File: src/rtl/si_pkg.sv
// rtl/si_pkg.sv - shared Space Invaders timing constants and scheduler state type
package si_pkg;

  // VGA frame geometry shared with the timing block
  localparam int HPIXELS      = 832;
  localparam int VLINES       = 509;
  // Cycles of vertical blanking available for game updates (28 lines)
  localparam int BLANK_BUDGET = 23296;

  typedef enum logic [1:0] {
    IDLE  = 2'd0,
    ISSUE = 2'd1,
    WAIT  = 2'd2
  } sched_state_t;

endpackage

File: src/rtl/frame_sched_timer.sv
// rtl/frame_sched_timer.sv - per-task wait counter flagging the last allowed cycle
module frame_sched_timer #(
  parameter int TIMEOUT = 4096
) (
  input  logic dclk,
  input  logic clr,
  input  logic clear,
  input  logic run,
  output logic expired
);

  localparam int TW = (TIMEOUT > 1) ? $clog2(TIMEOUT) : 1;

  logic [TW-1:0] count;

  // Count cycles spent waiting; cleared on each new task issue
  always_ff @(posedge dclk) begin
    if (clr || clear) begin
      count <= '0;
    end else if (run) begin
      count <= count + TW'(1);
    end
  end

  assign expired = (count == TW'(TIMEOUT - 1));

endmodule

File: src/rtl/frame_scheduler.sv
// rtl/frame_scheduler.sv - per-frame ordered game task sequencer triggered by vsync
module frame_scheduler #(
  parameter int NUM_TASKS = 4,
  parameter int TIMEOUT   = 4096,
  parameter int FCW       = 16,
  localparam int IW       = (NUM_TASKS > 1) ? $clog2(NUM_TASKS) : 1
) (
  input  logic                 dclk,
  input  logic                 clr,
  input  logic                 vsync,
  input  logic                 enable,
  input  logic [NUM_TASKS-1:0] task_done,
  output logic [NUM_TASKS-1:0] task_start,
  output logic [IW-1:0]        cur_task,
  output logic                 busy,
  output logic [FCW-1:0]       frame_count,
  output logic [7:0]           overrun_count,
  output logic [NUM_TASKS-1:0] err_mask
);

  import si_pkg::*;

  localparam logic [IW-1:0] LAST_IDX = IW'(NUM_TASKS - 1);

  sched_state_t  state, state_n;
  logic [IW-1:0] idx, idx_n;
  logic          vsync_q;
  logic          trigger;
  logic          timer_clear, timer_run, expired;
  logic          frame_inc, err_set, ovr_inc;

  // Falling edge of active-low vsync marks the start of blanking
  assign trigger = vsync_q && !vsync;
  assign ovr_inc = trigger && (state != IDLE);

  frame_sched_timer #(.TIMEOUT(TIMEOUT)) u_timer (
    .dclk    (dclk),
    .clr     (clr),
    .clear   (timer_clear),
    .run     (timer_run),
    .expired (expired)
  );

  // State, task index and vsync history registers
  always_ff @(posedge dclk) begin
    if (clr) begin
      state   <= IDLE;
      idx     <= '0;
      vsync_q <= 1'b1;
    end else begin
      state   <= state_n;
      idx     <= idx_n;
      vsync_q <= vsync;
    end
  end

  // Sequencing: issue each task once, advance on its done or on timeout (done wins)
  always_comb begin
    state_n     = state;
    idx_n       = idx;
    timer_clear = 1'b0;
    timer_run   = 1'b0;
    frame_inc   = 1'b0;
    err_set     = 1'b0;
    case (state)
      IDLE: begin
        if (trigger && enable) begin
          idx_n   = '0;
          state_n = ISSUE;
        end
      end
      ISSUE: begin
        timer_clear = 1'b1;
        state_n     = WAIT;
      end
      WAIT: begin
        timer_run = 1'b1;
        if (task_done[idx] || expired) begin
          err_set = !task_done[idx];
          if (idx == LAST_IDX) begin
            frame_inc = 1'b1;
            state_n   = IDLE;
          end else begin
            idx_n   = idx + IW'(1);
            state_n = ISSUE;
          end
        end
      end
      default: state_n = IDLE;
    endcase
  end

  // Frame, overrun and sticky timeout bookkeeping
  always_ff @(posedge dclk) begin
    if (clr) begin
      frame_count   <= '0;
      overrun_count <= '0;
      err_mask      <= '0;
    end else begin
      if (frame_inc) begin
        frame_count <= frame_count + FCW'(1);
      end
      if (ovr_inc && (overrun_count != 8'hFF)) begin
        overrun_count <= overrun_count + 8'd1;
      end
      if (err_set) begin
        err_mask[idx] <= 1'b1;
      end
    end
  end

  // One-hot start pulse decoded from the single-cycle ISSUE state
  always_comb begin
    task_start = '0;
    if (state == ISSUE) begin
      task_start[idx] = 1'b1;
    end
  end

  assign busy     = (state != IDLE);
  assign cur_task = idx;

endmodule

File: config.mk
export PLATFORM = sky130hd
export DESIGN_NAME = frame_scheduler
export DESIGN_NICKNAME = d
export VERILOG_FILES = /design/src/rtl/si_pkg.sv /design/src/rtl/frame_sched_timer.sv /design/src/rtl/frame_scheduler.sv
export SDC_FILE = /design/constraint.sdc
export NUM_CORES = 1
export LEC_CHECK = 0
export ABC_AREA = 0
export BUFFER_PORTS_ARGS = -buffer_cell sky130_fd_sc_hd__clkbuf_2
export CAP_MARGIN = 20
export CORE_MARGIN = 3
export CORE_UTILIZATION = 30
export CTS_CLUSTER_SIZE = 16
export DETAILED_ROUTE_END_ITERATION = 10
export PLACE_DENSITY = 0.6
export SYNTH_ARGS = -nofsm -noshare
export SYNTH_HDL_FRONTEND = slang
export SYNTH_SLANG_ARGS = --single-unit
File: constraint.sdc
create_clock -name dclk -period 3.05 [get_ports dclk]
set_input_delay 0.1525 -clock dclk [delete_from_list [all_inputs] [get_ports dclk]]
set_output_delay 0.1525 -clock dclk [all_outputs]
set_load 0.05 [all_outputs]
==> flow_metrics.tcl <==
set metrics [dict create \
    outcome "finished, final reports clean" \
    setup_tns_ps 0 \
    fin_ws_ps 983.1 \
    grt_pass1_wl_um 8673 \
    syn-num-nets 270 \
    dpl.hpwl_um 3752 \
    via_per_inst 5.080 \
    clkLatencyLatePin_ps 310 \
    fin_crit_sh_pct 67.77 \
    setup.worst_path.class "flip-flop to flip-flop" \
    syn_avg_cell_area_um2 8.812 \
    post_cts_buffers 0 \
    slew_headroom_pct 48.68 \
    cts_buffers 5 \
    cp.required_ps 3250 \
    hold_viol_final 0 \
    tightestPinTransition_ps 769.8 \
    core_um2 7019 \
    die_h_um 92.55 \
    n_antenna_cell 0 \
    wl_per_cell_um 13.37 \
    fin_worst_skew_ps 16.21 \
    synth.distinct_cells 44 \
    whs_ps 41.46 \
    holdPathStages 2 \
    gp_congestion 0.7064 \
    track_usage_pct 12.43 \
    r2r_start "cur_task[0]" \
    via_count 1976 \
    antenna_found_initial 0 \
    wl_um 5199 \
    synth_top_cell_by_area "dfxtp_1" \
    synth_top_area_share_pct 40.09 \
    place_area_um2 2522 \
    cp-start-kind "flip-flop" \
    ctsResizeCount 0 \
    reg2reg_slack_ps 980 \
    rsz0062_at_grt "false" \
    ctsRootBufferMaster "clkbuf_8" \
    netlist_top_cells_area "dfxtp_1 40%, a21oi_1 5.1%, ha_1 3.9%, nor2_1 3.8%, or4_1 3.0%" \
    drive_gt1_share_pct 20.82 \
    drtIter0Drc 100 \
    rows 30 \
    p_per_area_nw_per_um2 430.9 \
    die_area_um2 8565 \
    cp-end-kind "flip-flop" \
    final_util_pct 37.63 \
    ys_seq_area_share_pct 40.09 \
    tritoncts "yes" \
    grt_overflow_total 0 \
    ys_seq_elements 45 \
    netlist_instances 255 \
    pre_cts_slack_ps 980.4 \
    cts_max_level 2 \
    fin_nets 307 \
    max_freq_mhz 483.8 \
    finalInstanceArea_um2 2641 \
    postCtsHoldBufs 0 \
    finalMaxSlewViolations 0 \
    grt_pass1_vias 1808 \
    startpoint "cur_task[0]" \
    setup.worst_path.end "frame_count[15]" \
    io_buffer_count 42 \
    synth.yosys.warnings 0 \
    worstHoldPathType "input pin to flip-flop" \
    die-width_um 92.55 \
    critPathMaxFanout 35 \
    grt_max_degree 40 \
    period_needed_ps 2067 \
    worstReg2RegEnd "frame_count[15]" \
    drcViolationCount 0 \
    peakVddDrop_uv 215.6 \
    cts.sinks 45 \
    firstDrtPassIters 4 \
    ioPinCount 43 \
    p_leak_uw 0.0009577 \
    cts_max_path_buffers 2 \
    arrival_ps 2270 \
    area_growth_pct 17.54 \
    antenna_left 0 \
    cap_viol_max_count 0 \
    clkTransAtPathRegs_ps 100 \
    start_util_pct 32.01 \
    setup_viol 0 \
    r2r_cells 5 \
    synth_area_um2 2247 \
]
Yosys cell counts:
master     number
a31oi_4         1
mux4_2          1
a31oi_1         4
or4_1           9
dfxtp_1        45
nor3b_1         1
and3_1          1
and4b_1         1
buf_2           2
nand3_1        12
nor4_2          1
o41ai_1         5
o211ai_1        1
mux2_2          1
nor2_1         23
o21ai_1         3
nand2b_1        1
nand3b_1        1
o2111ai_1       1
and4_1          5
a31o_2          2
or4b_1          5
inv_1           9
o31ai_1         8
nor2b_1         8
a21oi_1        23
xor2_1          6
xnor2_1         5
mux2_1          2
o21ai_0         2
nor3_1          1
clkbuf_1        9
or2_2           2
nor4_1          4
mux2i_1         1
buf_1           1
o311ai_0        2
nand2_1        16
mux2_4          1
ha_1            7
or3_1           5
and2_1          8
buf_6           2
nand4_1         7
stage by stage:
stage | power (uW) | instances
floorplan | 654.8 | 255
global placement | 669.1 | 381
detailed placement | 669.8 | 381
CTS | 1152 | 389
global route | 1178 | 389
finish | 1138 | 389
cell usage in the layout, fill, tap and decap left out, drive strengths merged, types with 4 or more instances in the layout:
master | Yosys | layout
ha | 7 | 7
a21oi | 23 | 23
and4 | 5 | 5
or4b | 5 | 5
nand2 | 16 | 16
xor2 | 6 | 6
nand3 | 12 | 12
mux2 | 4 | 4
a31oi | 5 | 5
dfxtp | 45 | 45
o21ai | 5 | 5
nor2b | 8 | 8
xnor2 | 5 | 5
nand4 | 7 | 7
nor4 | 5 | 5
o31ai | 8 | 8
nor2 | 23 | 23
o41ai | 5 | 5
or3 | 5 | 5
inv | 9 | 10
clkbuf | 9 | 47
or4 | 9 | 9
and2 | 8 | 8
report_power, final:
group | total (uW) | switching [uW] | internal [uW]
clock | 483 | 232 | 251
sequential | 595 | 3.89 | 591
combinational | 60.6 | 43.7 | 16.8
total | 1140 | 279 | 859
sequential cells by signal (all words and copies together), names as in the netlist:
signal and flops:
vsync_q 1, u_timer.count 12, overrun_count 8, frame_count 16
cur_task 2, err_mask 4, state 2
worst min path at each step:
stage / from / to / slack, ps
2_1_floorplan: vsync / vsync_q / 260
3_3_place_gp: vsync / vsync_q / 360
3_5_place_dp: vsync / vsync_q / 360
4_1_cts: vsync / vsync_q / 30
5_1_grt: vsync / vsync_q / 60
6_report: vsync / vsync_q / 40
cell type report:
class                      instances  area (um^2)
timing repair buffer              44        225.2
clock inverter                     3        50.05
sequential                        45        900.9
multi-input combinational        187         1242
inverter                           9        33.78
fill                             759         4378
tap                               96        120.1
clock buffer                       5        68.82
critical path: stages (launching register included):
cell	delay (ps)
dfxtp_1	460
mux4_2	580
a31oi_4	150
buf_4	330
nor4_1	120
mux2_1	320
routing by layer:
| metal | vias to the layer above | share of wire, % | global-route usage, % |
|---|---|---|---|
| li1 | 1010 | - | - |
| met1 | 932 | 48 | 16.04 |
| met2 | 28 | 47 | 20.00 |
| met3 | 6 | 3.3 | 2.762 |
| met4 | 0 | 2.2 | 5.074 |
| met5 | - | 0 | 0 |
kinds of logic after synthesis:
| family | synth area share [%] |
|---|---|
| flip-flops | 40.09 |
| multiplexers | 3.619 |
| AO/OA/AOI/OAI | 15.20 |
| buffers and inverters | 4.621 |
| adder cells (fa/ha/maj) | 3.897 |
| XOR/XNOR | 4.287 |
| AND/OR/NAND/NOR | 28.29 |
(Power assumes the default switching activity.)
